File: config.mk
export PLATFORM = sky130hd
export DESIGN_NAME = ex_mul_sequencer
export DESIGN_NICKNAME = d
export VERILOG_FILES = /design/src/rtl/ex_ctrl_pkg.sv /design/src/rtl/mul_iter_datapath.sv /design/src/rtl/ex_mul_sequencer.sv
export SDC_FILE = /design/constraint.sdc
export NUM_CORES = 1
export LEC_CHECK = 0
export ABC_CLOCK_PERIOD_IN_PS = 5000
export CAP_MARGIN = 20
export CORE_MARGIN = 4
export CORE_UTILIZATION = 50
export CTS_CLUSTER_SIZE = 12
export DETAILED_ROUTE_END_ITERATION = 8
export DONT_BUFFER_PORTS = 1
export MAX_ROUTING_LAYER = met4
export PLACE_DENSITY_LB_ADDON = 0.25
export SLEW_MARGIN = 20
export SYNTH_ARGS = -nofsm -noshare
export SYNTH_HDL_FRONTEND = slang
export SYNTH_SLANG_ARGS = --single-unit
File: constraint.sdc
create_clock -name clk -period 5 [get_ports clk]
set_clock_uncertainty 0.1 [all_clocks]
set_input_delay 1 -clock clk [delete_from_list [all_inputs] [get_ports clk]]
set_output_delay 1 -clock clk [all_outputs]
set_load 0.05 [all_outputs]
File: src/rtl/ex_ctrl_pkg.sv
// ex_ctrl_pkg: shared EX-stage control types and multiply sizing constants.
package ex_ctrl_pkg;
  typedef enum logic [1:0] {IDLE, BUSY, DONE} mul_state_t;
  localparam int MUL_WIDTH = 32;
  localparam int MUL_CNT_W = 5;
endpackage

File: src/rtl/mul_iter_datapath.sv
// mul_iter_datapath: radix-2 shift-add M/Q/ACC registers; q_last exists only with EX_MUL_EARLY_EXIT_EN.
module mul_iter_datapath
  import ex_ctrl_pkg::*;
#(
  parameter int WIDTH = MUL_WIDTH
) (
  input  logic             clk,
  input  logic             rst,
  input  logic             load,
  input  logic             step,
  input  logic [WIDTH-1:0] op_a,
  input  logic [WIDTH-1:0] op_b,
  input  logic [WIDTH-1:0] acc_init,
  output logic [WIDTH-1:0] acc_next
`ifdef EX_MUL_EARLY_EXIT_EN
  ,
  output logic             q_last
`endif
);
  logic [WIDTH-1:0] m_q, m_d, q_q, q_d, acc_q, acc_d;
  always_comb begin
    m_d   = load ? op_a : step ? m_q << 1 : m_q;
    q_d   = load ? op_b : step ? q_q >> 1 : q_q;
    acc_d = load ? acc_init : (step && q_q[0]) ? acc_q + m_q : acc_q;
  end
  assign acc_next = acc_d;
`ifdef EX_MUL_EARLY_EXIT_EN
  // No multiplier bits remain after this step, so ACC is already final.
  assign q_last = q_q[WIDTH-1:1] == '0;
`endif
  always_ff @(posedge clk) begin
    if (rst) begin
      m_q   <= '0;
      q_q   <= '0;
      acc_q <= '0;
    end else begin
      m_q   <= m_d;
      q_q   <= q_d;
      acc_q <= acc_d;
    end
  end
endmodule

File: src/rtl/ex_mul_sequencer.sv
// ex_mul_sequencer: EX-stage MUL/MLA controller that stalls the pipeline until the product retires.
// Optional early termination on an exhausted multiplier is built when EX_MUL_EARLY_EXIT_EN is defined.
module ex_mul_sequencer
  import ex_ctrl_pkg::*;
#(
  parameter int WIDTH = MUL_WIDTH,
  parameter int CNT_W = MUL_CNT_W
) (
  input  logic             clk,
  input  logic             rst,
  input  logic             start,
  input  logic             accumulate,
  input  logic             s_bit,
  input  logic [WIDTH-1:0] op_a,
  input  logic [WIDTH-1:0] op_b,
  input  logic [WIDTH-1:0] acc_in,
  input  logic             flush,
  output logic             stall,
  output logic             busy,
  output logic             result_valid,
  output logic [WIDTH-1:0] result,
  output logic             status_wr,
  output logic [1:0]       status_nz
);
  mul_state_t       state_q, state_d;
  logic [CNT_W-1:0] cnt_q, cnt_d;
  logic             s_q, s_d, valid_q, valid_d, wr_q, wr_d;
  logic [WIDTH-1:0] result_q, result_d, acc_next;
  logic [1:0]       status_nz_q, status_nz_d;
  logic             accept, step, last, fin;
  assign accept = state_q == IDLE && start && !flush;
  assign step   = state_q == BUSY;
`ifdef EX_MUL_EARLY_EXIT_EN
  logic q_last;
  assign last = cnt_q == CNT_W'(WIDTH - 1) || q_last;
`else
  assign last = cnt_q == CNT_W'(WIDTH - 1);
`endif
  mul_iter_datapath #(.WIDTH(WIDTH)) u_dp (
    .clk      (clk),
    .rst      (rst),
    .load     (accept),
    .step     (step),
    .op_a     (op_a),
    .op_b     (op_b),
    .acc_init (accumulate ? acc_in : '0),
    .acc_next (acc_next)
`ifdef EX_MUL_EARLY_EXIT_EN
    ,
    .q_last   (q_last)
`endif
  );
  // Result and flags are captured on the BUSY->DONE edge so they are registered during DONE.
  always_comb begin
    fin         = step && !flush && last;
    state_d     = accept ? BUSY : step ? (flush ? IDLE : last ? DONE : BUSY) : IDLE;
    cnt_d       = accept ? '0 : step ? cnt_q + CNT_W'(1) : cnt_q;
    s_d         = accept ? s_bit : s_q;
    valid_d     = fin;
    wr_d        = fin && s_q;
    result_d    = fin ? acc_next : result_q;
    status_nz_d = fin ? {acc_next[WIDTH-1], acc_next == '0} : status_nz_q;
  end
  always_ff @(posedge clk) begin
    if (rst) begin
      state_q     <= IDLE;
      cnt_q       <= '0;
      s_q         <= 1'b0;
      valid_q     <= 1'b0;
      wr_q        <= 1'b0;
      result_q    <= '0;
      status_nz_q <= '0;
    end else begin
      state_q     <= state_d;
      cnt_q       <= cnt_d;
      s_q         <= s_d;
      valid_q     <= valid_d;
      wr_q        <= wr_d;
      result_q    <= result_d;
      status_nz_q <= status_nz_d;
    end
  end
  assign stall        = accept || step;
  assign busy         = state_q != IDLE;
  assign result_valid = valid_q;
  assign result       = result_q;
  assign status_wr    = wr_q;
  assign status_nz    = status_nz_q;
endmodule

* Yosys cells after proc, flatten, opt, wreduce, memory -nomap -nowiden
Index checks and enable logic that the tools add are counted.
** Storage, ports and cells
- Word-level logic and storage cells :: 41
- Register bits :: 140
- Input port bits :: 102
** Operators by class
- Eq/ne operators :: 2
- Bitwise operators :: 1
- Reductions and logical operators :: 14
- Add/sub/neg operators :: 2
- Multiplexer cells :: 11
** Operators by type and width (number)
- $mux 32 :: 7
- $add 32x32->32 :: 1
- $logic_not 32->1 :: 1
- $logic_and 1x1->1 :: 6
- $add 5x1->5 const B :: 1
- $eq 5x5->1 const B :: 1
- $reduce_bool 2->1 :: 2
- $reduce_or 4->1 :: 1
- $mux 1 :: 3
- $eq 2x1->1 const B :: 1
- $logic_not 2->1 :: 1
- $mux 2 :: 1
- $reduce_or 2->1 :: 1
- $logic_not 1->1 :: 1
- $logic_or 1x1->1 :: 1
- $not 1->1 :: 1

* Longest topological paths before layout
Gate-level depths: netlist of the first run.
- Word-level depth :: 5
- Mapped depth :: 13
- Gate-level depth less buffers :: 13

* By module
Synthesis of the first run repeated with hierarchy kept, for this count alone.
** Unflattened totals
- Cell total of the unflattened synthesis :: 1021
- Area total of the unflattened synthesis :: 8042.7 sq um
** Modules (own cells, without submodules)
- mul_iter_datapath :: cells an instance 789, area an instance 6198.4 sq um, instances 1, seq. area each 1921.8 sq um
- ex_mul_sequencer :: cells an instance 232, area an instance 1844.3 sq um, instances 1, seq. area each 860.8 sq um

* Least setup slack after synthesis of the first run
No wires, ideal clock.
- Path type :: input-to-output
- Start :: in flush
- End :: out stall
- Path slack :: 1.614 ns
- Arrival :: 2.286 ns
- Cell stages on the path :: 5
- Buffers on the path :: 2
- Data required time :: 3.900 ns
- Cell sequence :: nor4b_4 clkbuf_1 nor2_1 clkbuf_1 inv_1
** Between the ends
- Cells in the longest elaborated chain, start to end :: 3
** Ends and longest elaborated chain
- start: declaration :: RTL line ex_mul_sequencer.sv:17 : input logic flush,
- $logic_not 1->1 :: RTL line ex_mul_sequencer.sv:31 : assign accept = state_q == IDLE && start && !flush;
- $logic_and 1x1->1 :: RTL line ex_mul_sequencer.sv:31
- $logic_or 1x1->1 :: RTL line ex_mul_sequencer.sv:83 : assign stall = accept || step;
- end: declaration :: RTL line ex_mul_sequencer.sv:18 : output logic stall,
No other way between the ends.

* Worst setup path in the final report of the first run
Ends and elaborated chain as after synthesis.

==> results of run 1 <==
==> worst max-delay path, cell delays in order <==
cell     delay (ns)
nor4b_4        0.38
buf_4          0.51
nor2_2         0.05
buf_4          0.25
inv_1          0.36
==> synthesized netlist by cell type, drive strengths merged (6+ instances only) <==
master	count	area (um^2)
a21oi	76	388
nor2	131	494
o31ai	6	50.1
a222oi	6	60.1
a22o	7	61.3
mux2i	10	100
a21o	12	90.1
clkbuf	58	218
a311oi	32	280
nand2b	7	43.8
o21a	12	90.1
ha	33	413
a211oi	39	293
nand3	12	60.1
nor3	15	75.1
o21ai	27	135
xnor2	11	96.3
a22oi	38	285
buf	14	58.8
dfxtp	139	2780
inv	9	33.8
and3	9	56.3
a31oi	9	56.3
xor2	8	70.1
nand2	132	495
nand4	6	37.5
==> stage by stage <==
stage               hold WS (ns)  utilization  cell area (um^2)
floorplan                  0.330            -              7410
global placement           0.333        0.513              7460
detailed placement         0.339        0.513              7460
CTS                        0.348        0.556              8080
global route               0.368        0.556              8080
finish                     0.350        0.556              8080
==> placed cells by master, fill, tap and decap left out, types with 8 or more instances in the layout <==
cell type and count:
inv_1 9, mux2i_1 10, ha_1 33, o21a_1 12, nor2_1 129, nor3_1 15, dfxtp_1 139, and3_1 9
xor2_1 8, clkbuf_16 17, nand3_1 12, a311oi_1 32, a22oi_1 38, buf_4 10, a211oi_1 39, nand2_1 132
a21oi_1 74, xnor2_1 11, a21o_1 12, o21ai_0 21, a31oi_1 9
==> power groups by stage <==
stage | Clock [uW] | Combinational [uW] | Sequential (uW)
after global placement | 0 | 281 | 1210
after global routing | 1410 | 319 | 1190
after floorplan | 0 | 240 | 1200
final | 1340 | 288 | 1190
after detailed placement | 0 | 284 | 1210
after CTS | 1360 | 285 | 1180
==> sequential cells by signal, summed over array words and instances, names as in the netlist <==
signal        count
result           32
u_dp.acc_q       32
u_dp.m_q         32
u_dp.q_q         32
cnt_q             5
state_q           2
result_valid      1
s_q               1
status_nz         1
status_wr         1
==> final timing paths <==
check / startpoint / end / slack [ns] / cells after the start
min reg2reg: s_q / s_q / 0.35 / 2
max: flush / stall / 1.31 / 5
min: s_q / s_q / 0.35 / 2
max reg2reg: u_dp.acc_q[0] / status_nz[0] / 1.32 / 13
==> cell type report <==
type / instances / area, um^2 / share of cell area
Clock inverter: 13 / 191 / 0.0237
Timing Repair Buffer: 10 / 75.1 / 0.00929
Multi-Input combinational cell: 710 / 4340 / 0.537
Tap cell: 184 / 230 / 0.0285
Inverter: 9 / 33.8 / 0.00418
Sequential cell: 139 / 2780 / 0.344
Clock buffer: 18 / 429 / 0.0531
==> kinds of logic after synthesis <==
logic type	after synthesis
AND/OR/NAND/NOR	351
AO/OA/AOI/OAI	295
multiplexers	11
flip-flops	139
buffers and inverters	81
XOR/XNOR	19
adder cells (fa/ha/maj)	34
==> metal layers <==
| layer | vias up | track usage | part of all wire |
|---|---|---|---|
| met5 | - | - | 0 |
| met3 | 24 | 0.0704 | 0.079 |
| met1 | 3220 | 0.339 | 0.45 |
| li1 | 3319 | - | - |
| met2 | 231 | 0.376 | 0.45 |
| met4 | 0 | 0.0703 | 0.015 |
==> results by group, run 1 <==
Run status
  • Status: completed

GRT
  • Initial antenna violation count: 0
  • Largest net degree at the start of global routing: 140
  • Total GRT Usage: 0.253
  • Vias in the first global route: about 6,300
  • Gr ovfl total: 0
  • First-pass GRT wire length: 32,800 um

Die
  • # rows: 44
  • Core region area: ~15,000 um^2
  • I/O pin count: 140
  • Total die area: approximately 17,000 um^2
  • Die Width: 130 um
  • Starting Density: 0.510
  • Vert. Die Dim: 130 um

Clocking
  • Clk root buf: clkbuf_16
  • TritonCTS clock tree: built
  • CTS Buf Count: 17
  • Longest Clk Path Bufs: 2
  • Worst skew pair latency: 0.43 ns
  • Reg clk slew, reported paths: about 0.060 ns
  • Post-CTS Hold Buffers: 0
  • CTS sink count: about 140
  • Post-CTS sizing: 0
  • Post-CTS setup buffers: 0
  • # H-tree levels: 4

Pwr
  • Seq pwr share: 0.421
  • Total internal power: 2100 uW
  • Clock network fraction of total power: 0.477
  • Psw: 720 uW
  • Combinational power share: 0.102
  • Final Power: 2820 uW
  • Switching Share: 0.256
  • P per Cell Area: 348 nW/um^2
  • Maximum vdd drop: 0.246 mV
  • Pleak: 0.00297 uW

Routing
  • Wirelength, routed: roughly 21,000 um
  • Post-detailed-route DRC marker count: 0
  • Via density: 6.27
  • Detail Route Antenna Nets: 0
  • Mean routed wirelength per cell: 19.4 um
  • 1st-iter DRT viols: 637
  • TritonRoute pass-1 iters: 7
  • DR vias: roughly 6,800

Layout
  • Synthesis-to-layout area growth: 8.96%
  • Layout Nets: 1,023
  • # diodes: 0
  • Fraction of layout cells with a size suffix above 1: 0.0578
  • # fillers: 1,397
  • Non-filler cells, final: 1,083

Yosys
  • Post-synthesis mux area share: 0.0150
  • Seq cells post-synth: 139
  • Simple-gate share of the synthesized area: 0.210
  • Cell area after synthesis: roughly 7400 um^2
  • Warnings from Yosys: 0
  • Post-synthesis net count: roughly 1,100
  • Top FF cell, synth: dfxtp_1
  • Post-synth EDFFs: 0
  • Complex-gate fraction of the synthesized area: 0.277
  • Distinct cells, synth: 59
  • XOR/XNOR share of the synthesized area: 0.0224
  • Post-synthesis async set-or-reset flop share: 0
  • Adder-Cell Fraction of Synth Area: 0.0584
  • Seq/Total Area, Yosys: 0.375
  • Combinational family with the most area after synthesis: compound AO/OA/AOI/OAI gates
  • Mapped Cells: between 900 and 1,000
  • Avg Synthesized Cell Area: 7.97 um^2

Setup path
  • Arrival @ worst endpoint: 2.59 ns
  • Crit Path Class: in2out
  • Worst EP required: 3.90 ns
  • Setup crit start kind: input port
  • Critical-path maximum fanout: 47
  • Crit end category: output port

STA
  • Min Tclk post-route: 3.69 ns
  • Final slew viol count: 0
  • Crit share post-route: 0.737
  • Final hold violations: 0
  • Setup TNS: 0 ns
  • Least-Margin Pin Slew: 1.00 ns
  • Relative slew margins: 0.331
  • Setup ws final: 1.31 ns
  • RSZ-0062 raised after global routing: false
  • Max Freq: 271 MHz
  • Endpoints failing setup: 0

Place
  • DP HPWL: 14,300 um
  • IO buf count: 0
  • Worst slack at placement: roughly 0.99 ns
  • Dpl cells: 1,052
  • GPL Wtd Cong: 0.952

Job
  • Number of max-cap violations: 0

Worst hold path
  • Worst hold-check path type: reg2reg
Note: power is estimated with default switching activity, not from simulation.
==> run 2, diff against run 1 <==
- ABC_CLOCK_PERIOD_IN_PS: 5000 -> 3600
- clock period: 5 -> 3.6 ns (I/O delays scaled with it)
==> run 2 against run 1 <==
Against the previous run:
- non-clock buffer count is 18 higher
- sequential share of layout area down 0.61 points
- combinational power grew 44%
- hold slack worse by 0.099 ns
- first-iteration DRC count fell by 1.3%
- utilization up 1.0 points
- final cell count increased by 1.8%
- register-to-register slack got worse by 1.1 ns
- routed wire length down 0.19%
- critical endpoint is now status_nz[0]
==> results by group, run 2 (synthesis results as in run 1) <==
Clocking
  • Longest Clk Path Bufs: 2
  • Worst skew pair latency: ~0.43 ns
  • CTS Buf Count: 17
  • Clk root buf: clkbuf_16
  • TritonCTS clock tree: built
  • CTS sink count: between 100 and 150
  • Reg clk slew, reported paths: approximately 0.060 ns
  • Post-CTS Hold Buffers: 0
  • # H-tree levels: 4

Routing
  • TritonRoute pass-1 iters: 6
  • DR vias: 6,892
  • Wirelength, routed: 21,000 um
  • Detail Route Antenna Nets: 0
  • Post-detailed-route DRC marker count: 0
  • Mean routed wirelength per cell: 19.0 um
  • Via density: 6.25
  • 1st-iter DRT viols: 629

Pwr
  • Switching Share: 0.264
  • Psw: 1030 uW
  • Final Power: 3920 uW
  • P per Cell Area: approximately 480 nW/um^2
  • Clock network fraction of total power: 0.473
  • Combinational power share: 0.106
  • Maximum vdd drop: 0.518 mV
  • Total internal power: 2880 uW
  • Pleak: 0.00306 uW
  • Seq pwr share: 0.421

Layout
  • Commonest non-fill, non-tap cells in the layout: 139 x dfxtp_1, 132 x nand2_1, 129 x nor2_1
  • Layout Nets: roughly 1,000
  • Design area: 8220 um^2
  • # diodes: 0
  • Leading cell type in the layout, fill and taps excluded: dfxtp_1
  • Synthesis-to-layout area growth: 10.9%
  • Fraction of layout cells with a size suffix above 1: 0.0806

Setup path
  • Internal reg-to-reg setup slack: 0.21 ns
  • Largest stage delay, worst path: 0.40 ns
  • Critical path, cell by cell: ha_1 > o21ai_0 > o21ai_1 > nand3_1 > and3_1 > o41ai_1 > xor2_1 > a222oi_1 > buf_4 > and4_1 > nand4_1 > o31ai_2
  • Buf/Inv on CP: 1
  • Worst EP required: 3.85 ns
  • CP max-delay cell: o41ai_1
  • Arrival @ worst endpoint: 3.63 ns
  • Worst path depth: 12
  • Setup crit start kind: register
  • Cell family with most CP delay: compound AO/OA/AOI/OAI gates
  • R2r startpoint: u_dp.m_q[2]
  • Critical-path maximum fanout: 5
  • Crit Path Class: reg2reg
  • Crit path launch: u_dp.m_q[2]
  • Register-to-Register Path Depth: 12
  • Crit end category: register

Place
  • IO buf count: 0
  • Worst slack at placement: between 0.15 and 0.2 ns
  • Placed cell area: 7590 um^2
  • DP HPWL: 14,700 um
  • GPL Wtd Cong: 0.946

STA
  • Setup TNS: 0 ns
  • Crit share post-route: 0.941
  • RSZ-0062 raised after global routing: false
  • Final hold violations: 0
  • Setup ws final: 0.211 ns
  • Max Freq: 295 MHz
  • Least-Margin Pin Slew: ~1.0 ns
  • Relative slew margins: 0.328
  • Endpoints failing setup: 0
  • Final slew viol count: 0
  • Min Tclk post-route: 3.39 ns

Die
  • Die Width: 130 um
  • Starting Density: 0.510
  • I/O pin count: 140
  • # rows: 44
  • Total die area: roughly 17,000 um^2
  • Vert. Die Dim: ~130 um
  • Core region area: roughly 15,000 um^2

GRT
  • First-pass GRT wire length: approximately 34,000 um
  • Initial antenna violation count: 0
  • Gr ovfl total: 0
  • Total GRT Usage: 0.260
  • Largest net degree at the start of global routing: 140
  • Vias in the first global route: 6,412

Job
  • Number of max-cap violations: 0

Worst hold path
  • WHS Path Cells: 1
  • Worst hold-check path type: in2reg
  • Hold Crit Start: rst

Run status
  • Status: completed
run 2: cell types whose count changed in the layout (fill, tap and decap cells not counted), sizes merged:
cell	before	now
buf	10	28
bufinv	4	3
clkinv	2	3
clkinvlp	3	2
inv	13	15
run 2: cell type report:
type                    count  area [um^2]
flip-flops and latches    139         2780
fillers                  1379         6310
multi-input cells         710         4350
clock inverters            14          183
clock buffers              18          439
inverters                   9         33.8
well taps                 184          230
repair buffers             28          210
run 2: path summary, 6_finish.rpt:
path	to
max	status_nz[0]
min	state_q[0]
max reg2reg	status_nz[0]
min reg2reg	u_dp.q_q[7]
run 2: power by group through the flow:
stage / clock [uW] / combinational [uW] / sequential (uW)
detailed placement: 0 / 408 / 1680
global placement: 0 / 404 / 1680
global route: 1960 / 464 / 1650
finish: 1850 / 415 / 1650
CTS: 1890 / 410 / 1650
floorplan: 0 / 333 / 1670
run 2: metrics by stage:
stage	hold WS [ns]	cells	utilization
global route	0.239	1102	0.566
detailed placement	0.341	1069	0.522
global placement	0.332	1069	0.522
floorplan	0.330	930	-
finish	0.251	1102	0.566
CTS	0.247	1101	0.565
run 2: repair_timing:
item,CTS,global route
endpoints found under the setup margin,0,1
resized for setup,0,2
buffers inserted,0,1
run 2: per-layer routing:
metal,part of all wire,vias up,GRT usage
met2,0.45,246,0.374
met4,0.017,0,0.0764
met3,0.068,25,0.0630
li1,-,3358,-
met1,0.47,3263,0.364
met5,0,-,-
